[config.mk]
export PLATFORM = sky130hd
export DESIGN_NAME = mips_mem_arbiter
export DESIGN_NICKNAME = d
export VERILOG_FILES = /design/src/rtl/mips_mem_arbiter.sv
export SDC_FILE = /design/constraint.sdc
export NUM_CORES = 1
export LEC_CHECK = 0
export ABC_AREA = 1
export BUFFER_PORTS_ARGS = -buffer_cell sky130_fd_sc_hd__buf_2
export CAP_MARGIN = 10
export CORE_MARGIN = 1.5
export CORE_UTILIZATION = 52
export DETAILED_ROUTE_END_ITERATION = 8
export GPL_TIMING_DRIVEN = 1
export HOLD_SLACK_MARGIN = 0.1
export MAX_ROUTING_LAYER = met4
export PLACE_DENSITY = 0.86
export RECOVER_POWER = 25
export SLEW_MARGIN = 10
export SYNTH_ARGS = -nofsm -noshare
export SYNTH_HDL_FRONTEND = slang
export SYNTH_SLANG_ARGS = --single-unit
[constraint.sdc]
create_clock -name clk1 -period 10.5 [get_ports clk1]
set_input_delay 1.05 -clock clk1 [delete_from_list [all_inputs] [get_ports clk1]]
set_output_delay 1.05 -clock clk1 [all_outputs]
set_load 0.01 [all_outputs]
[src/rtl/mips_mem_arbiter.sv]
// mips_mem_arbiter
// Shares one single-port, synchronous-read memory between the instruction
// fetch port (if_*, read-only) and the data port (d_*, loads and stores).
// Only one memory transaction is in flight at a time. Each transaction goes
// through three steps: arbitrate, issue (one cycle), then wait MEM_LAT
// cycles (reads only) before the data is returned to the winning port.
//
// Build option:
//   MEM_ARB_RR_EN  defined   -> round-robin between the two ports.
//                  undefined -> the data port has priority. After STARVE_MAX
//                               lost arbitrations in a row, fetch wins once.
//
// Ports:
//   clk1, rst                       clock, asynchronous active-high reset
//   if_req/if_addr                  fetch request
//   if_gnt/if_rvalid/if_rdata       fetch grant pulse, data-valid pulse, data
//   d_req/d_we/d_addr/d_wdata       data request (d_we=1 is a store)
//   d_gnt/d_rvalid/d_rdata          data grant pulse, load-valid pulse, data
//   mem_en/mem_we/mem_addr/mem_wdata/mem_rdata   memory macro interface
//   busy                            a read is outstanding
// All outputs are registered.
module mips_mem_arbiter #(
  parameter int unsigned AW         = 10,
  parameter int unsigned DW         = 32,
  parameter int unsigned MEM_LAT    = 1,
  parameter int unsigned STARVE_MAX = 4
) (
  input  logic          clk1,
  input  logic          rst,
  input  logic          if_req,
  input  logic [AW-1:0] if_addr,
  output logic          if_gnt,
  output logic          if_rvalid,
  output logic [DW-1:0] if_rdata,
  input  logic          d_req,
  input  logic          d_we,
  input  logic [AW-1:0] d_addr,
  input  logic [DW-1:0] d_wdata,
  output logic          d_gnt,
  output logic          d_rvalid,
  output logic [DW-1:0] d_rdata,
  output logic          mem_en,
  output logic          mem_we,
  output logic [AW-1:0] mem_addr,
  output logic [DW-1:0] mem_wdata,
  input  logic [DW-1:0] mem_rdata,
  output logic          busy
);

  localparam int unsigned CW = 3;
  localparam int unsigned SW = 4;
  localparam logic [CW-1:0] LAT_LOAD = CW'(MEM_LAT - 1);

  typedef enum logic [1:0] {
    ST_IDLE  = 2'd0,
    ST_ISSUE = 2'd1,
    ST_WAIT  = 2'd2
  } state_e;

  state_e        state_q, state_d;
  logic [CW-1:0] cnt_q, cnt_d;
  logic          owner_q, owner_d;        // 1 = data port owns the access
  logic          if_gnt_q, if_gnt_d;
  logic          d_gnt_q, d_gnt_d;
  logic          if_rvalid_q, if_rvalid_d;
  logic          d_rvalid_q, d_rvalid_d;
  logic [DW-1:0] if_rdata_q, if_rdata_d;
  logic [DW-1:0] d_rdata_q, d_rdata_d;
  logic          mem_en_q, mem_en_d;
  logic          mem_we_q, mem_we_d;
  logic [AW-1:0] mem_addr_q, mem_addr_d;
  logic [DW-1:0] mem_wdata_q, mem_wdata_d;
  logic          busy_q, busy_d;
  logic          accept_c;                // requests may be sampled this edge
  logic          pick_d_c;                // 1 = data wins this arbitration
  logic          if_prio_c;               // fetch wins a tie

`ifdef MEM_ARB_RR_EN
  logic          last_q, last_d;          // 1 = data port was granted last
  assign if_prio_c = last_q;
`else
  logic [SW-1:0] starve_q, starve_d;
  assign if_prio_c = (starve_q == SW'(STARVE_MAX));
`endif

  // State and output registers
  always_ff @(posedge clk1 or posedge rst) begin
    if (rst) begin
      state_q     <= ST_IDLE;
      cnt_q       <= '0;
      owner_q     <= 1'b1;
      if_gnt_q    <= 1'b0;
      d_gnt_q     <= 1'b0;
      if_rvalid_q <= 1'b0;
      d_rvalid_q  <= 1'b0;
      if_rdata_q  <= '0;
      d_rdata_q   <= '0;
      mem_en_q    <= 1'b0;
      mem_we_q    <= 1'b0;
      mem_addr_q  <= '0;
      mem_wdata_q <= '0;
      busy_q      <= 1'b0;
`ifdef MEM_ARB_RR_EN
      last_q      <= 1'b1;
`else
      starve_q    <= '0;
`endif
    end else begin
      state_q     <= state_d;
      cnt_q       <= cnt_d;
      owner_q     <= owner_d;
      if_gnt_q    <= if_gnt_d;
      d_gnt_q     <= d_gnt_d;
      if_rvalid_q <= if_rvalid_d;
      d_rvalid_q  <= d_rvalid_d;
      if_rdata_q  <= if_rdata_d;
      d_rdata_q   <= d_rdata_d;
      mem_en_q    <= mem_en_d;
      mem_we_q    <= mem_we_d;
      mem_addr_q  <= mem_addr_d;
      mem_wdata_q <= mem_wdata_d;
      busy_q      <= busy_d;
`ifdef MEM_ARB_RR_EN
      last_q      <= last_d;
`else
      starve_q    <= starve_d;
`endif
    end
  end

  // Next-state, arbitration and next-output logic
  always_comb begin
    state_d     = state_q;
    cnt_d       = cnt_q;
    owner_d     = owner_q;
    if_gnt_d    = 1'b0;
    d_gnt_d     = 1'b0;
    if_rvalid_d = 1'b0;
    d_rvalid_d  = 1'b0;
    if_rdata_d  = if_rdata_q;
    d_rdata_d   = d_rdata_q;
    mem_en_d    = 1'b0;
    mem_we_d    = 1'b0;
    mem_addr_d  = mem_addr_q;
    mem_wdata_d = mem_wdata_q;
    busy_d      = 1'b0;
    accept_c    = 1'b0;
    pick_d_c    = 1'b0;
`ifdef MEM_ARB_RR_EN
    last_d      = last_q;
`else
    starve_d    = starve_q;
`endif

    case (state_q)
      ST_IDLE: accept_c = 1'b1;
      ST_ISSUE: begin
        // A store completes in its issue cycle, so the next request can go
        // out straight away. A read has to wait for the memory.
        if (mem_we_q) begin
          accept_c = 1'b1;
        end else begin
          state_d = ST_WAIT;
          cnt_d   = LAT_LOAD;
          busy_d  = 1'b1;
        end
      end
      ST_WAIT: begin
        if (cnt_q != '0) begin
          cnt_d  = cnt_q - CW'(1);
          busy_d = 1'b1;
        end else begin
          // Last wait cycle: mem_rdata is valid now. Register it for the
          // port that owns the read.
          accept_c = 1'b1;
          if (owner_q) begin
            d_rdata_d  = mem_rdata;
            d_rvalid_d = 1'b1;
          end else begin
            if_rdata_d  = mem_rdata;
            if_rvalid_d = 1'b1;
          end
        end
      end
      default: accept_c = 1'b1;
    endcase

    if (accept_c) begin
      state_d = ST_IDLE;
      if (if_req || d_req) begin
        pick_d_c = d_req && !(if_req && if_prio_c);
        state_d  = ST_ISSUE;
        mem_en_d = 1'b1;
        owner_d  = pick_d_c;
        if (pick_d_c) begin
          d_gnt_d     = 1'b1;
          mem_we_d    = d_we;
          mem_addr_d  = d_addr;
          mem_wdata_d = d_wdata;
          busy_d      = !d_we;
        end else begin
          if_gnt_d    = 1'b1;
          mem_we_d    = 1'b0;
          mem_addr_d  = if_addr;
          mem_wdata_d = '0;
          busy_d      = 1'b1;
        end
`ifdef MEM_ARB_RR_EN
        last_d = pick_d_c;
`endif
      end
    end

`ifndef MEM_ARB_RR_EN
    // The starve count is the number of arbitrations in a row that fetch has
    // lost. Fetch dropping its request also clears the count.
    if (!if_req) begin
      starve_d = '0;
    end else if (accept_c) begin
      if (!pick_d_c) begin
        starve_d = '0;
      end else if (starve_q != SW'(STARVE_MAX)) begin
        starve_d = starve_q + SW'(1);
      end
    end
`endif
  end

  assign if_gnt    = if_gnt_q;
  assign d_gnt     = d_gnt_q;
  assign if_rvalid = if_rvalid_q;
  assign d_rvalid  = d_rvalid_q;
  assign if_rdata  = if_rdata_q;
  assign d_rdata   = d_rdata_q;
  assign mem_en    = mem_en_q;
  assign mem_we    = mem_we_q;
  assign mem_addr  = mem_addr_q;
  assign mem_wdata = mem_wdata_q;
  assign busy      = busy_q;

endmodule

* Word level (Yosys, flattened, before mapping) *
Index checks and enable logic that the tools add are counted.

storage, ports and cells
  flip-flop bits (word level) = 123
  bits in latches = 0
  bits in writable memories = 0
  ROM bits = 0
  bits of input ports = 89
  output and inout port bits = 113
  logic and storage cells = 83
  memories kept = 0

cells by class
  add/sub/neg operators = 2
  multipliers = 0
  divide/modulo/power cells = 0
  magnitude comparators = 0
  equal/unequal tests = 9
  shift operators = 0
  muxes and demuxes = 41
  bitwise logic cells = 2
  reductions and logical operators = 14

operators with widths
  cell                   count
  $mux W32               1
  $mux W1                27
  $mux W4                4
  $mux W10               1
  $reduce_and A3 Y1      3
  $mux W2                3
  $mux W3                2
  $pmux W3 S2            1
  $reduce_and A2 Y1      3
  $add A4 B1 Y4 const B  1
  $eq A4 B3 Y1 const B   1
  $ne A2 B1 Y1 const B   2
  $ne A2 B2 Y1 const B   2
  $ne A4 B3 Y1 const B   1
  $pmux W1 S2            2
  $reduce_bool A2 Y1     2
  $ne A3 B2 Y1 const B   1
  $reduce_bool A3 Y1     1
  $sub A3 B1 Y3 const B  1
  $eq A2 B1 Y1 const B   1
  $eq A2 B2 Y1 const B   1
  $logic_and A1 B1 Y1    2
  $logic_not A1 Y1       2
  $not A1 Y1             2
  $logic_or A1 B1 Y1     1

* Longest topological paths before layout *
Gate-level depths: netlist of run 1.

  depth after elaboration = 9
  depth in mapped cells = 11
  mapped depth without buffers = 10

* Least setup slack after synthesis of run 1 *
No wires, ideal clock.

  path kind = input to register
  from = input port d_req
  to = register mem_addr_q[0] (netlist: mem_addr[0])
  setup time = 0.117 ns
  arrival time = 1.722 ns
  required time = 10.383 ns
  slack = 8.661 ns
  stages = 6
  buffers on the path = 1
  cell sequence = or2_1 nand2_2 inv_2 buf_4 nand3_1 nand2_1

on the way
  cells in the longest elaborated chain, start to end = 2
  elaborated cells on any way between the ends = 4
  classes of those cells = 1 x mux; 3 x reduce/logical

ends and longest elaborated chain
  what                                                              RTL line  text
  start: declaration                                                35        input logic d_req,
  $logic_and A1 B1 Y1 / $logic_or A1 B1 Y1 (equally long branches)  191, 190
  $mux W10 / $reduce_and A2 Y1 (equally long branches)              n/a
  end signal: assignment                                            120       mem_addr_q <= mem_addr_d;
  end: declaration                                                  71        logic [AW-1:0] mem_addr_q, mem_addr_d;

Several ways; a longest one is shown, not always the timed one.
A chain may end at the register's enable or synchronous reset.

==> results.md, run 1 <==
* Clock Latency Late Sink at about 500 ps
* Core area at around 0.009 sq mm
* R2r setup slk at roughly 8000 ps
* Post-synthesis area per instance at around 9.1 sq um
* Synth async-reset ratio at 1.00
* CP max-delay cell: clkinvlp_2
* Yosys cell types at 26
* Pwr Total at 2.10 mW
* Register area share after synthesis at 0.628
* Post-synth top area share at 0.623
* Min cycle time layout at about 2900 ps
* CP Cell Sequence: buf_2 > clkinvlp_2 > buf_4
* Leak at ~3.7 nW
* Die H at 100 um
* GP Congestion at 0.953
* DR vias/cell at 5.01
* Grt total ovfl at 0
* Worst R2R Start: cnt_q[0]$_DFFE_PP0P_
* Hold EP: mem_wdata[24]$_DFFE_PP0P_
* Hold-critical path depth at 2
* Clock root cell: clkbuf_8
* Post-synth top area cell: dfrtp_1
* Max-Cap Viols at 1
* Fin crit share at 0.274
* Port bufs at 201
* RR Endpoint: mem_addr[1]$_DFFE_PP0P_
* Post-synth EDFFs at 0
* Status: complete, but fails checks
* Kind of start point of the critical path: input pin
* Clock skew at 9.64 ps
* Worst Hold Launch: mem_wdata[24]$_DFFE_PP0P_
* Row cnt at 35
* Largest net degree at the start of global routing at 68
* WP data required at 11020 ps
* FF+latch count, synth at 123
* Crit Path Class: input pin to asynchronous set/reset pin
* Slew @ Worst Pin at about 2400 ps
* Post-synthesis instance total at approximately 540
* CTS Buf Count at 17
* Main synth FF type: dfrtp_1
* P per Cell Area at 326 mW/mm^2
* Top cells by area, synth: dfrtp_1, nand2_1, o21ai_0
* Max Slew Vio Count at 58
* First-pass GRT wire length at 19100 um
* Clock buffer depth at 2
* Slew margin rel. at -0.577
* Final wirelength at 11900 um
* H-tree Lvls at 4
* TNS Setup at 0 ps
* Number of diodes at 0
* Share of layout cells above drive strength 1 at 0.289
* Top cells by count, synth: nand2_1, dfrtp_1, o21ai_0
* Post CTS Setup Buffer Count at 0
* I/O pins at ~200
* CTS tree: built
* Largest stage delay, worst path at 1320 ps
* Final net count at about 830
* First-pass detailed-route iteration total at 5
* Failing checks: max-capacitance violations, max-slew violations
* Area Overhead vs Synth at 31.1%
* Hpwl dp at 8340 um
* Fmax at 0.348 GHz
* Remaining DRCs at 0
* Post_cts resized at 0
* Iter 0 DRT Violations at 119
* CP endpoint kind: asynchronous set/reset pin
* Number of global-route vias before repair at between 4000 and 5000
* Peak VDD IR at 0.000160 V
* Initial antenna violation count at 0
* CP Max Fanout at 67
* Vias at 4298
* # setup viols final at 0
* Syn Std Cell Area at 0.00490 sq mm
* Clock net sink count at about 120
* R2r worst-path depth at 9
* Most frequent cell after synthesis: nand2_1
* Die Wd at 100 um
* Worst Path Arrival at 3390 ps
* Routed Antenna Nets at 0
* Worst-path clk slew at 60 ps
* Worst Hold Class: flop to flop
* Starting Density at 0.533
* Syn nets at 632
* CTS Hold Bufs at 0
* Post-DR wirelength/cell at 13.9 um
* Synth warn at 0
* Tot GR Track Use at 0.253
* RSZ-0062 raised after global routing: false
* DIE AREA at approximately 0.01 sq mm
* Fin. Hold Viols at 0
[per-layer routing]
layer / up-vias / share of wire / global-route usage
li1: 2057 / - / -
met1: 2012 / 0.42 / 0.307
met2: 210 / 0.48 / 0.400
met3: 19 / 0.080 / 0.0710
met4: 0 / 0.018 / 0.104
met5: - / 0 / -
[power by group]
part	leakage, nW	internal, mW	switching, mW
Sequential	1.53	0.697	0.117
Clock	0.251	0.319	0.210
Combinational	1.90	0.272	0.482
Total	3.69	1.29	0.808
[layout by cell type (no fill, tap or decap), types with 2 or more instances in the layout]
cell / count
o22ai_1: 2
clkinvlp_4: 7
clkbuf_16: 16
clkinv_4: 2
o21ai_0: 62
inv_1: 54
a21oi_1: 2
ha_1: 6
nand3_1: 16
nand3b_1: 5
nand2_1: 220
clkbuf_8: 2
inv_2: 3
clkbuf_1: 26
clkinv_2: 3
buf_2: 175
o21ai_1: 4
dfrtp_1: 122
nor2_1: 7
[registers in the layout, summed over array words and instances, names as in the netlist, 2 cells and up]
name and flops:
d_rdata 32, if_rdata 32, mem_wdata 32, mem_addr 10, starve_q 4, cnt_q 3
state_q 2
[cell type report]
class	instances	area, sq um
well taps	111	139
flip-flops and latches	123	3080
clock inverters	14	124
inverters	58	219
multi-input cells	332	1460
repair buffers	202	981
fillers	712	2770
clock buffers	18	428
[worst max path at each step]
stage	startpoint	end	slack, ps	cells after the start
floorplan	rst	busy$_DFF_PP0_	6180	1
global route	rst	if_gnt$_DFF_PP0_	7070	3
detailed placement	if_req	mem_wdata[3]$_DFFE_PP0P_	7630	8
finish	rst	state_q[1]$_DFFE_PP0P_	7630	3
global placement	if_req	starve_q[2]$_DFFE_PP0P_	7790	8
CTS	cnt_q[0]$_DFFE_PP0P_	mem_addr[1]$_DFFE_PP0P_	8130	9
[stage by stage]
step           instance area, sq um  utilization  hold slack [ps]  std cells  setup slack, ps
2_1_floorplan                  4900            -              458        537             6180
5_1_grt                        6430        0.699              500        858             7070
6_report                       6430        0.699              474        858             7630
4_1_cts                        6480        0.705              478        858             8130
3_3_place_gp                   5930        0.645              460        826             7790
3_5_place_dp                   5930        0.645              462        826             7630
[kinds of logic after synthesis]
group / synth area share
XOR/XNOR: 0.00179
buffers and inverters: 0.0705
flip-flops: 0.628
adder cells (fa/ha/maj): 0.0153
AO/OA/AOI/OAI: 0.0751
AND/OR/NAND/NOR: 0.209
[critical path, delay by kind of cell]
family,cells,cell delay (ps)
buf+inv,3,2270
(Power assumes the default switching activity.)
==> run 2: changes to the inputs <==
CORE_UTILIZATION = 48   (was 52)
PLACE_DENSITY = 0.81   (was 0.86)
clock period = 3 ns   (was 10.5 ns; I/O delays follow)
==> results.md, run 2 (synthesis results as in run 1) <==
* Status: complete, but fails checks
* Failing checks: max-capacitance violations, max-slew violations
* Pwr Total at 8.00 mW (+280%)
* Worst Hold Launch: d_addr[4]
* Row cnt at 36 (+2.9%)
* Crit Path Class: flop to flop
* Vias at 4806 (+12%)
* Worst Hold Class: input pin to flop
* CP endpoint kind: flop
* Layout Cells excl Fill at 957 (+12%)
* Clk pwr share at 0.277 (+0.025)
* Number of global-route vias before repair at 4945 (+20%)
* Number of diodes at 0 (unchanged)
* Most frequent cells in the layout: nand2_1, buf_2, dfrtp_1
* Kind of start point of the critical path: flop
* R2r setup slk at 580 ps (-7430 ps)
* Area Overhead vs Synth at 50.5%
* WP buf/inv at 2 (-1)
* Net Switching at 2.93 mW (+260%)
* Worst-path clk slew at 60 ps (about the same)
* WP data required at 3450 ps (-7570 ps)
* H-tree Lvls at 4 (unchanged)
* Fin crit share at 0.805
* Fin. Hold Viols at 0 (unchanged)
* Clock buffer depth at 2 (unchanged)
* Fmax at 0.414 GHz
* CTS tree: built
* Worst R2R Start: starve_q[0]$_DFFE_PP0P_
* Comb pwr share at 0.366 (+0.007)
* Largest stage delay, worst path at 700 ps (-620 ps)
* Max-Cap Viols at 1 (unchanged)
* Die Wd at 104 um (+4.0%)
* I/O pins at 202 (unchanged)
* Grt total ovfl at 0 (unchanged)
* Crit path max-delay family: simple AND/OR/NAND/NOR gates
* Leak at 4.15 nW (+13%)
* TNS Setup at 0 ps (unchanged)
* Core area at 0.00982 sq mm (+6.8%)
* Clock net sink count at 123 (unchanged)
* Post_cts resized at 0 (unchanged)
* Final wirelength at 14700 um (+24%)
* Inst Count DP at 849 (+2.8%)
* DIE AREA at 0.0108 sq mm (+8.1%)
* Stages on worst setup path at 9 (+6)
* # setup viols final at 0 (unchanged)
* Post-DR wirelength/cell at 15.4 um (+11%)
* Largest net degree at the start of global routing at 124 (+82%)
* Final net count at 907 (+9.4%)
* Max Slew Vio Count at 124 (+110%)
* DR vias/cell at 5.02 (+0.25%)
* Hpwl dp at 8100 um (-2.9%)
* GP Congestion at 0.884 (-7.2%)
* RR Endpoint: mem_wdata[14]$_DFFE_PP0P_
* Clock skew at 11.4 ps (+1.75 ps)
* Initial antenna violation count at 0 (unchanged)
* Post CTS Setup Buffer Count at 0 (unchanged)
* CTS Hold Bufs at 77 (+77)
* CP Cell Sequence: inv_1 > ha_1 > nand2_1 > inv_1 > nand2_1 > nand2_2 > nor2_4 > nand2_1 > nand2_1
* Slew margin rel. at -0.0838 (+0.493)
* Routed Antenna Nets at 0 (unchanged)
* Commonest non-fill, non-tap cell in the layout: nand2_1
* Worst path most repeated cell: nand2_1
* Worst Path Arrival at 2860 ps (-530 ps)
* Part of the power in registers at 0.358 (-0.030)
* Peak VDD IR at 0.000560 V (+250%)
* Hold-critical path depth at 5 (+3)
* CP Max Fanout at 38 (-43%)
* Hold EP: mem_addr[4]$_DFFE_PP0P_
* Share of layout cells above drive strength 1 at 0.295 (+0.00575)
* Clock root cell: clkbuf_8
* Starting Density at 0.499 (-0.0338)
* First-pass GRT wire length at 24300 um (+27%)
* Remaining DRCs at 0 (unchanged)
* R2r worst-path depth at 9 (unchanged)
* Clock Latency Late Sink at 510 ps (about the same)
* CTS Buf Count at 17 (unchanged)
* First-pass detailed-route iteration total at 5 (unchanged)
* Iter 0 DRT Violations at 366 (+210%)
* Sw Ratio at 0.367 (-0.0188)
* P per Cell Area at 1080 mW/mm^2 (+230%)
* Port bufs at 201 (unchanged)
* CP max-delay cell: nor2_4
* Slew @ Worst Pin at 1630 ps (-726 ps)
* Tot GR Track Use at 0.295 (+0.0427)
* Int Pwr at 5.07 mW (+290%)
* Min cycle time layout at 2420 ps
* RSZ-0062 raised after global routing: false
* Die H at 104 um (+4.0%)
## run 2: cell count changes in the layout (fill, tap and decap cells not counted), moves of 2 or more
cell and change:
clkbuf_1 -22, clkinv_2 -2, bufinv_16 +5, dlygate4sd3_1 +77, clkinvlp_4 -5, buf_2 +25, nor2_1 -2, nand2_1 -2
nand2_2 +2
## run 2: power groups by stage
stage	Combinational, mW	Sequential, mW	Clock (mW)
6_report	2.93	2.86	2.21
5_1_grt	3.25	2.93	2.33
4_1_cts	2.86	2.82	2.25
3_5_place_dp	2.75	2.83	0
3_3_place_gp	2.65	2.81	0
2_1_floorplan	1.32	3.17	0
## run 2: worst max path at each step
stage	start	end	slack, ps
after floorplan	rst	busy$_DFF_PP0_	1190
after global placement	starve_q[0]$_DFFE_PP0P_	starve_q[0]$_DFFE_PP0P_	870
after detailed placement	starve_q[0]$_DFFE_PP0P_	starve_q[0]$_DFFE_PP0P_	750
after CTS	starve_q[0]$_DFFE_PP0P_	starve_q[0]$_DFFE_PP0P_	730
after global routing	starve_q[0]$_DFFE_PP0P_	mem_wdata[14]$_DFFE_PP0P_	390
final	starve_q[0]$_DFFE_PP0P_	mem_wdata[14]$_DFFE_PP0P_	580
## run 2: per-layer routing
layer / wire length (um) / GRT usage
met5: 0 / -
met4: 501 / 0.136
met3: 1180 / 0.0783
met2: 7500 / 0.493
met1: 5550 / 0.332
## run 2: cell type report
type | count | area (sq um)
tap | 133 | 166
timing repair buffer | 280 | 1790
clock buffer | 20 | 425
sequential | 123 | 3080
inverter | 58 | 221
multi-input combinational | 332 | 1480
fill | 621 | 2440
clock inverter | 11 | 219
## run 2: metrics by stage
stage / cell area, sq um / utilization / hold slack [ps] / setup slack (ps)
3_5_place_dp: 5980 / 0.609 / 460 / 750
2_1_floorplan: 4900 / - / 410 / 1190
6_report: 7380 / 0.751 / 129 / 585
4_1_cts: 7390 / 0.753 / 101 / 729
3_3_place_gp: 5980 / 0.609 / 458 / 874
5_1_grt: 7380 / 0.751 / 116 / 387
## run 2: worst register-to-register path, cell delays in order, from the launching register on
cell and delay, ps:
dfrtp_1 390, inv_1 80, ha_1 200, nand2_1 60, inv_1 30, nand2_1 300, nand2_2 260, nor2_4 700
nand2_1 210, nand2_1 120
==> run 3: changes to the inputs <==
clock period = 2.5 ns   (was 3 ns; I/O delays follow)
==> results.md, run 3 (synthesis results as in run 1) <==
* CP Max Fanout at 12 (-68%)
* RSZ-0062 raised after global routing: false
* Port bufs at 201 (unchanged)
* Number of diodes at 0 (unchanged)
* Fmax at 0.453 GHz (+9.5%)
* R2r setup slk at 290 ps (-290 ps)
* Number of global-route vias before repair at 5212 (+5.4%)
* Hpwl dp at 8350 um (+3.0%)
* Vias at 4987 (+3.8%)
* Final core utilization at 0.762 (+0.0110)
* Reg area at 0.00308 sq mm (unchanged)
* Worst Path Arrival at 2610 ps (-250 ps)
* Worst path most repeated cell: nand2_1
* Max Slew Vio Count at 38 (-69%)
* Largest net degree at the start of global routing at 65 (-48%)
* # setup viols final at 0 (unchanged)
* Grt total ovfl at 0 (unchanged)
* Share of layout cells above drive strength 1 at 0.265 (-0.0300)
* Worst-path clk slew at 60 ps (about the same)
* Clock root cell: clkbuf_8
* Fin crit share at 0.883 (+0.0776)
* WP buf/inv at 3 (+1)
* Routed Antenna Nets at 0 (unchanged)
* Iter 0 DRT Violations at 318 (-13%)
* I/O pins at 202 (unchanged)
* Remaining DRCs at 0 (unchanged)
* Final wirelength at 15400 um (+4.8%)
* CP endpoint kind: flop
* Status: complete, but fails checks
* Kind of start point of the critical path: flop
* First-pass detailed-route iteration total at 5 (unchanged)
* Clock Latency Late Sink at 500 ps (about the same)
* Core area at 0.00982 sq mm (unchanged)
* Final net count at 920 (+1.4%)
* Die Wd at 104 um (unchanged)
* Most frequent cells in the layout: nand2_1, buf_2, dfrtp_1
* CP max-delay cell: dlygate4sd3_1
* Post-DR wirelength/cell at 15.9 um (+3.3%)
* Setup ws final at 293 ps (-291 ps)
* GP Congestion at 0.883 (-0.21%)
* Min cycle time layout at 2210 ps (-209 ps)
* H-tree Lvls at 4 (unchanged)
* Commonest non-fill, non-tap cell in the layout: nand2_1
* CP Cell Sequence: inv_1 > ha_1 > nand2_1 > inv_1 > nand2_2 > nand2_2 > nand2_1 > nand2_1 > dlygate4sd3_1 > nand2_1 > nand2_1
* Worst Hold Class: input pin to flop
* Fin. Hold Viols at 0 (unchanged)
* Failing checks: max-capacitance violations, max-slew violations
* CTS tree: built
* Crit Path Class: flop to flop
* Clock buffer depth at 2 (unchanged)
* Peak VDD IR at 0.000667 V (+19%)
* Clock net sink count at 123 (unchanged)
* DIE AREA at 0.0108 sq mm (unchanged)
* First-pass GRT wire length at 25000 um (+2.9%)
* Tot GR Track Use at 0.303 (+0.00811)
* Crit path max-delay family: simple AND/OR/NAND/NOR gates
* Leak at 4.14 nW (-0.38%)
* Post-place setup slack at 496 ps (-253 ps)
* Largest stage delay, worst path at 580 ps (-120 ps)
* P per Cell Area at 1280 mW/mm^2 (+18%)
* TNS Setup at 0 ps (unchanged)
* Fillers at 596 (-4.0%)
* Area Overhead vs Synth at 52.7%
* Row cnt at 36 (unchanged)
* Slew margin rel. at -0.113 (-0.0295)
* WP data required at 2900 ps (-550 ps)
* CTS Buf Count at 17 (unchanged)
* Slew @ Worst Pin at 1660 ps (+35.1 ps)
* Multi-input gate area at 0.00148 sq mm (unchanged)
* Die H at 104 um (unchanged)
* DR vias/cell at 5.14 (+2.3%)
* Starting Density at 0.499 (unchanged)
* Clock skew at 10.0 ps (-1.39 ps)
* Initial antenna violation count at 0 (unchanged)
* Max-Cap Viols at 1 (unchanged)
==> run 3: worst register-to-register path, delay by kind of cell, from the launching register on <==
family,cells,cell delay (ps)
and+or+nand+nor,7,820
DFF,1,390
buffers and inverters,3,710
adders and majority gates,1,190
==> run 3: worst paths after layout <==
path	from	to	depth (start not counted)
min in group asynchronous	rst	if_rdata[6]$_DFFE_PP0P_	3
max	starve_q[0]$_DFFE_PP0P_	mem_addr[8]$_DFFE_PP0P_	11
max reg2reg	starve_q[0]$_DFFE_PP0P_	mem_addr[8]$_DFFE_PP0P_	11
min	d_addr[7]	mem_addr[7]$_DFFE_PP0P_	5
max in group asynchronous	rst	if_rdata[23]$_DFFE_PP0P_	4
min reg2reg	mem_wdata[17]$_DFFE_PP0P_	mem_wdata[17]$_DFFE_PP0P_	2
==> run 3: report_power, final <==
group	internal (mW)	switching (mW)
Sequential	2.93	0.538
Combinational	1.34	2.22
Clock	1.74	0.848
Total	6.01	3.60
==> run 3: per-stage QoR <==
step | hold slack (ps) | instance area (sq um) | std cells | power (mW)
2_1_floorplan | 360 | 4900 | 537 | 5.39
3_3_place_gp | 443 | 6040 | 853 | 6.59
3_5_place_dp | 446 | 6040 | 853 | 6.75
4_1_cts | 107 | 7540 | 971 | 9.55
5_1_grt | 169 | 7490 | 971 | 10.2
6_report | 185 | 7490 | 971 | 9.62
==> run 3: what timing repair did <==
action / 4_1_cts / 5_1_grt
hold buffers: 86 / 0
gates resized for setup: 0 / 1
hold endpoints to repair: 148 / 0
setup endpoints to repair: 0 / 1
buffers inserted: 0 / 0
==> run 3: final cells by class <==
| cell class | instances | area share |
|---|---|---|
| Multi-Input combinational cell | 332 | 0.197 |
| Clock buffer | 20 | 0.0582 |
| Sequential cell | 123 | 0.411 |
| Inverter | 58 | 0.0292 |
| Tap cell | 133 | 0.0222 |
| Clock inverter | 12 | 0.0261 |
| Timing Repair Buffer | 293 | 0.256 |
==> run 3: routing by layer <==
metal	share of wire	track usage
met1	0.37	0.328
met2	0.51	0.515
met3	0.081	0.0721
met4	0.043	0.167
met5	0	-
